File: config.mk
export PLATFORM = sky130hd
export DESIGN_NAME = ps2_scancode_rx
export DESIGN_NICKNAME = d
export VERILOG_FILES = /design/src/rtl/ps2_pkg.sv /design/src/rtl/ps2_sync.sv /design/src/rtl/ps2_scancode_rx.sv
export SDC_FILE = /design/constraint.sdc
export NUM_CORES = 1
export LEC_CHECK = 0
export CAP_MARGIN = 30
export CORE_ASPECT_RATIO = 1.2
export CORE_UTILIZATION = 35
export CTS_BUF_LIST = sky130_fd_sc_hd__clkbuf_8 sky130_fd_sc_hd__clkbuf_16
export CTS_CLUSTER_SIZE = 40
export DETAILED_ROUTE_END_ITERATION = 6
export DONT_BUFFER_PORTS = 1
export RECOVER_POWER = 25
export SYNTH_ARGS = -nofsm -noshare
export SYNTH_HDL_FRONTEND = slang
export SYNTH_SLANG_ARGS = --single-unit
File: constraint.sdc
create_clock -name clk -period 4.1 [get_ports clk]
set_input_delay 0.615 -clock clk [delete_from_list [all_inputs] [get_ports clk]]
set_output_delay 0.615 -clock clk [all_outputs]
set_load 0.02 [all_outputs]
File: src/rtl/ps2_pkg.sv
// Shared types and constants for the PS/2 scan-code receiver.
package ps2_pkg;

  typedef enum logic [1:0] {
    StIdle,
    StData,
    StParity,
    StStop
  } ps2_state_e;

  localparam logic [7:0] PS2_PREFIX_EXT = 8'hE0;
  localparam logic [7:0] PS2_PREFIX_BRK = 8'hF0;

  // PS/2 uses odd parity over the data byte plus the parity bit.
  function automatic logic ps2_parity_ok(input logic [7:0] data, input logic parity);
    return ^{data, parity};
  endfunction

endpackage

File: src/rtl/ps2_sync.sv
// Two-flop synchronizers for the raw PS/2 lines and a falling-edge detector on ps2_clk.
module ps2_sync (
  input  logic clk,
  input  logic rst_n,
  input  logic ps2_clk,
  input  logic ps2_data,
  output logic data_sync,
  output logic clk_fall
);

  logic [1:0] clk_q;
  logic [1:0] data_q;
  logic       clk_prev_q;

  // The clock chain resets high so a reset release never looks like a falling edge.
  always_ff @(posedge clk or negedge rst_n) begin
    if (!rst_n) begin
      clk_q      <= 2'b11;
      clk_prev_q <= 1'b1;
      data_q     <= 2'b00;
    end else begin
      clk_q      <= {clk_q[0], ps2_clk};
      clk_prev_q <= clk_q[1];
      data_q     <= {data_q[0], ps2_data};
    end
  end

  assign data_sync = data_q[1];
  assign clk_fall  = clk_prev_q & ~clk_q[1];

endmodule

File: src/rtl/ps2_scancode_rx.sv
// PS/2 keyboard frame receiver: frames bytes, checks parity/stop, folds E0/F0 prefixes into flags.
module ps2_scancode_rx
  import ps2_pkg::*;
#(
  parameter int unsigned TIMEOUT_CYCLES = 50000
) (
  input  logic       clk,
  input  logic       rst_n,
  input  logic       ps2_clk,
  input  logic       ps2_data,
  output logic [7:0] scan_code,
  output logic       code_valid,
  output logic       code_break,
  output logic       code_ext,
  output logic       frame_err
);

  localparam int unsigned TmoW = (TIMEOUT_CYCLES > 1) ? $clog2(TIMEOUT_CYCLES) : 1;
  localparam logic [TmoW-1:0] TmoLast = TmoW'(TIMEOUT_CYCLES - 1);

  logic data_s;
  logic fall;

  ps2_sync u_sync (
    .clk       (clk),
    .rst_n     (rst_n),
    .ps2_clk   (ps2_clk),
    .ps2_data  (ps2_data),
    .data_sync (data_s),
    .clk_fall  (fall)
  );

  ps2_state_e      state_q, state_d;
  logic [2:0]      bit_cnt_q, bit_cnt_d;
  logic [7:0]      shift_q, shift_d;
  logic            parity_q, parity_d;
  logic [TmoW-1:0] tmo_q, tmo_d;
  logic            ext_pend_q, ext_pend_d;
  logic            brk_pend_q, brk_pend_d;
  logic [7:0]      code_q, code_d;
  logic            valid_q, valid_d;
  logic            break_q, break_d;
  logic            ext_q, ext_d;
  logic            err_q, err_d;

  always_comb begin
    state_d    = state_q;
    bit_cnt_d  = bit_cnt_q;
    shift_d    = shift_q;
    parity_d   = parity_q;
    tmo_d      = tmo_q;
    ext_pend_d = ext_pend_q;
    brk_pend_d = brk_pend_q;
    code_d     = code_q;
    valid_d    = 1'b0;
    break_d    = break_q;
    ext_d      = ext_q;
    err_d      = 1'b0;

    if (state_q == StIdle) begin
      tmo_d = '0;
    end else if (fall) begin
      tmo_d = '0;
    end else if (tmo_q == TmoLast) begin
      // Keyboard stalled mid-frame: drop the partial byte and any pending prefix.
      state_d    = StIdle;
      tmo_d      = '0;
      err_d      = 1'b1;
      ext_pend_d = 1'b0;
      brk_pend_d = 1'b0;
    end else begin
      tmo_d = tmo_q + TmoW'(1);
    end

    if (fall) begin
      unique case (state_q)
        StIdle: begin
          if (!data_s) begin
            state_d   = StData;
            bit_cnt_d = 3'd0;
          end
        end
        StData: begin
          shift_d = {data_s, shift_q[7:1]};
          if (bit_cnt_q == 3'd7) begin
            state_d = StParity;
          end else begin
            bit_cnt_d = bit_cnt_q + 3'd1;
          end
        end
        StParity: begin
          parity_d = data_s;
          state_d  = StStop;
        end
        StStop: begin
          state_d = StIdle;
          if (ps2_parity_ok(shift_q, parity_q) && data_s) begin
            if (shift_q == PS2_PREFIX_EXT) begin
              ext_pend_d = 1'b1;
            end else if (shift_q == PS2_PREFIX_BRK) begin
              brk_pend_d = 1'b1;
            end else begin
              code_d     = shift_q;
              valid_d    = 1'b1;
              break_d    = brk_pend_q;
              ext_d      = ext_pend_q;
              ext_pend_d = 1'b0;
              brk_pend_d = 1'b0;
            end
          end else begin
            err_d      = 1'b1;
            ext_pend_d = 1'b0;
            brk_pend_d = 1'b0;
          end
        end
        default: state_d = StIdle;
      endcase
    end
  end

  always_ff @(posedge clk or negedge rst_n) begin
    if (!rst_n) begin
      state_q    <= StIdle;
      bit_cnt_q  <= '0;
      shift_q    <= '0;
      parity_q   <= 1'b0;
      tmo_q      <= '0;
      ext_pend_q <= 1'b0;
      brk_pend_q <= 1'b0;
      code_q     <= '0;
      valid_q    <= 1'b0;
      break_q    <= 1'b0;
      ext_q      <= 1'b0;
      err_q      <= 1'b0;
    end else begin
      state_q    <= state_d;
      bit_cnt_q  <= bit_cnt_d;
      shift_q    <= shift_d;
      parity_q   <= parity_d;
      tmo_q      <= tmo_d;
      ext_pend_q <= ext_pend_d;
      brk_pend_q <= brk_pend_d;
      code_q     <= code_d;
      valid_q    <= valid_d;
      break_q    <= break_d;
      ext_q      <= ext_d;
      err_q      <= err_d;
    end
  end

  assign scan_code  = code_q;
  assign code_valid = valid_q;
  assign code_break = break_q;
  assign code_ext   = ext_q;
  assign frame_err  = err_q;

endmodule

After elaboration in Yosys (flattened, before gate mapping)
Index checks and enable logic that the tools add are counted.

word-level totals
  register bits = 49
  output and inout port bits = 12
  logic and storage cells = 78

operators by class
  mux-type cells = 40
  bitwise operators = 4
  equal/unequal tests = 9
  reductions and logical operators = 8
  add/sub/neg operators = 2

operators with widths
  operator                 count
  $mux W16                 3
  $mux W1                  27
  $add A16 B1 Y16 const B  1
  $eq A16 B16 Y1 const B   1
  $eq A8 B8 Y1 const B     2
  $mux W2                  6
  $reduce_xor A9 Y1        1
  $pmux W2 S4              1
  $mux W3                  2
  $pmux W3 S2              1
  $reduce_and A5 Y1        1
  $eq A2 B2 Y1 const B     2
  $ne A2 B2 Y1 const B     2
  $reduce_and A2 Y1        2
  $reduce_and A4 Y1        1
  $add A3 B1 Y3 const B    1
  $eq A3 B3 Y1 const B     1
  $not A1 Y1               3
  $eq A2 B1 Y1 const B     1
  $logic_not A2 Y1         1
  $reduce_bool A2 Y1       1
  $and A1 B1 Y1            1
  $logic_and A1 B1 Y1      1

Logic depth before layout (Yosys ltp)
  word-level depth = 9
  gate-level depth with buffers = 6

By module
Synthesis repeated with hierarchy kept, for this count alone.

second synthesis, totals
  cells, all modules = 214
  area, all modules = 2357.3 µm²

by module, submodules not included
  module           times used  area each (µm²)  cells an instance  seq. area each (µm²)
  ps2_scancode_rx  1           2214.6           208                1101.1
  ps2_sync         1           142.6            6                  128.9

Least setup slack after synthesis
Ideal clock, no wire load.

  path type = reg-to-reg
  start point = register shift_q[2]
  end point = register break_q, in the netlist code_break
  path buffers = 1
  arrival = 1718 ps
  cell stages (with the launch flop) = 6
  period minus slack after synthesis = 1842 ps
  data required time = 3975 ps
  slack = 2258 ps
  setup time = 125 ps
  cell sequence = dfrtp_1 xnor2_1 xnor3_2 mux2i_1 buf_6 mux2_2

on the way
  cells in the longest elaborated chain, start to end = 3
  elaborated cells between the ends (all ways) = 7

RTL lines
  what                                                         RTL line                source
  start: declaration                                           ps2_scancode_rx.sv:35   logic [7:0] shift_q, shift_d;
  start signal: assignment                                     ps2_scancode_rx.sv:138  shift_q <= shift_d;
  $eq A8 B8 Y1, or another cell as far along                   ps2_scancode_rx.sv:100  end else if (shift_q == PS2_PREFIX_BRK) begin
  $not A1 Y1 (no line) or $logic_and A1 B1 Y1 (tied branches)  -
  $reduce_and A5 Y1 (no line) *                                -
  end signal: assignment                                       ps2_scancode_rx.sv:145  break_q <= break_d;
  end: declaration                                             ps2_scancode_rx.sv:42   logic break_q, break_d;

Mark *: on every way between the ends. The rest lies on a longest branch, timed or not.
A chain may end at the register's enable or synchronous reset.

==> impl_metrics.yaml <==
run_status:
  status: "complete, but fails checks"
  violations: "capacitance limit, slew limit"
power:
  power.density_nw_per_um2: 501
  p_seq_share_pct: 50.2
  comb_power_share_pct: 25.6
  p_sw_share_pct: 30.3
  power.clock.fraction_pct: 24.2
  internal_power_mw: 0.859
  switchingPower_mw: 0.374
  ir_drop_v: 0.000177
  total_leakage_power_nw: 1.05
finish:
  nets: 205
  area_growth_pct: 7.71
  final_layout_size_suffix_gt1_share_pct: 20.6
  antenna_cells: 0
  multi_input_area_sq_um: 1000
  regArea_sq_um: 1230
  final_cells: 281
  fillers: 594
global_routing:
  grt-ovfl-total: 0
  grt_pass1_wl_um: 6980
  grt_max_degree: 47
  grt_util_all_layers_pct: 13.2
  grt_antenna_before_repair: 0
  grt_pass1_vias: 1442
clock_tree:
  htree_num_levels: 2
  ctsRootBufferMaster: "clkbuf_8"
  cts_buffers: 5
  cts_tree: "yes"
  clk_latency_ns: 0.31
  path_clk_slew_ns: 0.09
  cts_buffer_depth: 2
  clock-sinks: 49
  post_cts.repair.setup_buffers: 0
setup_path:
  cp_slowest_cell: "clkbuf_1"
  worst-path-buf-inv: 1
  max_stage_delay_ns: 1.70
  path_class: "input port to asynchronous set/reset pin"
  start_kind: "input port"
  worstPathRequired_ns: 4.01
  crit_path_end_kind: "asynchronous set/reset pin"
  crit_family: "buffers and inverters"
  arrival_ns: 2.34
  crit_fanout: 46
  crit_path_cell_trace: "clkbuf_1"
placed_design:
  port_buffers: 0
  place.gp.congestion: 0.689
  place_hpwl_um: 2630
  place_inst: 272
timing:
  skew_ns: 0.0140
  drv_slew: 47
  fin_tns_setup_ns: 0
  rsz0062_at_grt: "false"
  relSlewSlack_pct: -62.4
  final_hold_viol_count: 0
  layout_min_cycle_time_ns: 2.43
  fin_crit_sh_pct: 59.3
  timing.fmax_ghz: 0.411
  worstMarginPinSlew_ns: 2.44
  setup_viol: 0
synthesis:
  ys_types: 39
  synth_cells: 194
  synthTopCellsByArea: "dfrtp_1, mux2_2, xnor2_1"
  netlist_area_sq_um: 2290
  ys.flop_type: "dfrtp_1"
  ys_seq_elements: 49
  ys_seq_area_share_pct: 53.8
  synth_top_area_share_pct: 50.3
  yosysTopAreaCell: "dfrtp_1"
  syn_area_per_cell_sq_um: 11.8
  synthArstFlopShare_pct: 100
  syn-num-nets: 201
  synth_enable_flop_cells: 0
  ys_warn_count: 0
detailed_routing:
  wl_per_cell_um: 14.1
  vias_per_cell: 4.97
  drc: 0
  antenna_left: 0
  first_iter_violations: 72
  drt_wl_total_um: 3970
  vias: 1397
  firstDrtPassIters: 3
die:
  num_rows: 31
  die_height_um: 90.6
  die-area_sq_um: 6860
  core_sq_um: 6170
  start_util_pct: 37.1
  die_x_um: 75.8
  io_pins: 16
run:
  maxCapViolations: 1
min_path:
  min_path_type: "input port to asynchronous set/reset pin"
==> power by group through the flow <==
stage / clock [mW] / combinational, mW / sequential (mW)
final: 0.299 / 0.315 / 0.619
after CTS: 0.312 / 0.322 / 0.618
after floorplan: 0 / 0.284 / 0.601
after global routing: 0.330 / 0.356 / 0.634
after detailed placement: 0 / 0.306 / 0.627
after global placement: 0 / 0.306 / 0.626
==> kinds of logic (layout without fill, tap and decap cells) <==
group	count (synthesis)	after routing	share of synthesized area, %
flops	49	49	53.8
compound gates	15	15	4.54
xor+xnor	21	21	10.1
simple gates	72	72	16.4
mux	23	23	11.2
fa+ha+maj	3	3	1.64
buf+inv	11	16	2.35
==> flip-flops by register name (all words and copies together) (netlist names) <==
signal / flops
state_q: 2
u_sync.data_q: 2
code_ext: 1
frame_err: 1
brk_pend_q: 1
code_valid: 1
shift_q: 8
ext_pend_q: 1
parity_q: 1
scan_code: 8
tmo_q: 16
u_sync.clk_q: 2
bit_cnt_q: 3
u_sync.clk_prev_q: 1
code_break: 1
==> through the flow <==
| step | hold slack, ns | utilization, % | cell area (sq um) | total power [mW] | setup WS, ns |
|---|---|---|---|---|---|
| after global placement | 0.321 | 38.2 | 2360 | 0.932 | 1.66 |
| final | 0.143 | 39.9 | 2460 | 1.23 | 1.67 |
| after detailed placement | 0.321 | 38.4 | 2370 | 0.934 | 1.83 |
| after global routing | 0.114 | 39.9 | 2460 | 1.32 | 1.10 |
| after CTS | 0.129 | 40.3 | 2490 | 1.25 | 1.81 |
| after floorplan | 0.319 | - | 2290 | 0.885 | 2.26 |
==> routing by layer <==
layer | up-vias | wire [um] | GRT usage [%]
met5 | - | 0 | 0
met4 | 0 | 44 | 3.70
met3 | 6 | 98 | 3.35
met2 | 14 | 1940 | 20.6
met1 | 695 | 1890 | 17.7
li1 | 682 | - | -
==> worst reg2reg max path, cell delays in order (launching register included) <==
cell,delay (ns)
dfrtp_1,0.46
xnor2_1,0.17
xnor3_2,0.47
mux2i_1,0.48
buf_4,0.26
mux2_2,0.34
==> worst paths after layout <==
kind	from	slack (ns)	to	cells past startpoint
worst max register to register	shift_q[4]	1.80	code_ext	5
worst min-delay path	rst_n	0.14	u_sync.clk_q[0]	0
min in group clk	ps2_clk	0.30	u_sync.clk_q[0]	0
worst max-delay path	rst_n	1.67	u_sync.data_q[0]	1
worst min register to register	u_sync.data_q[0]	0.36	u_sync.data_q[1]	0
max in group clk	shift_q[4]	1.80	code_ext	5
==> cell type report <==
cell class,count,share of cell area (%)
sequential,49,49.9
multi-input combinational,134,40.7
timing repair buffer,2,0.457
tap,82,4.16
clock buffer,5,2.79
inverter,6,0.914
clock inverter,3,1.02
==> cell usage after synthesis, drive strengths merged (2+ instances only) <==
cell type / instances
o211ai: 2
dfrtp: 46
dfstp: 3
inv: 6
nand3: 8
nor3b: 2
nor3: 7
nand2b: 3
nor4: 5
nand4: 3
and3: 2
a31oi: 2
nor2b: 3
nor2: 23
mux2: 21
xnor3: 2
buf: 3
or4: 2
nand2: 9
o21ai: 4
clkbuf: 2
mux2i: 2
xnor2: 17
a21oi: 4
o2111ai: 2
ha: 3
==> layout by cell type, fill, tap and decap left out, drive strengths merged <==
cell type  count
buf            1
xnor3          2
ha             3
and4b          1
or3            1
clkinv         1
o21ai          4
dfrtp         46
nand2b         3
nand2          9
o2111ai        2
nor2          23
clkbuf         6
nor3           7
inv            7
and3           2
nand3          8
xor2           1
xnor2         17
dfstp          3
a21boi         1
mux2i          2
nor3b          2
clkinvlp       1
a31oi          2
or2            1
nand4b         1
nor4           5
nand4          3
xor3           1
and3b          1
a21oi          4
nor2b          3
o211ai         2
mux2          21
or4            2
==> timing repair <==
item / in CTS / in global routing
hold endpoints to repair: 46 / 0
hold buffers: 1 / 0
gates resized for setup: 0 / 0
Power figures use the tool's default switching activity.
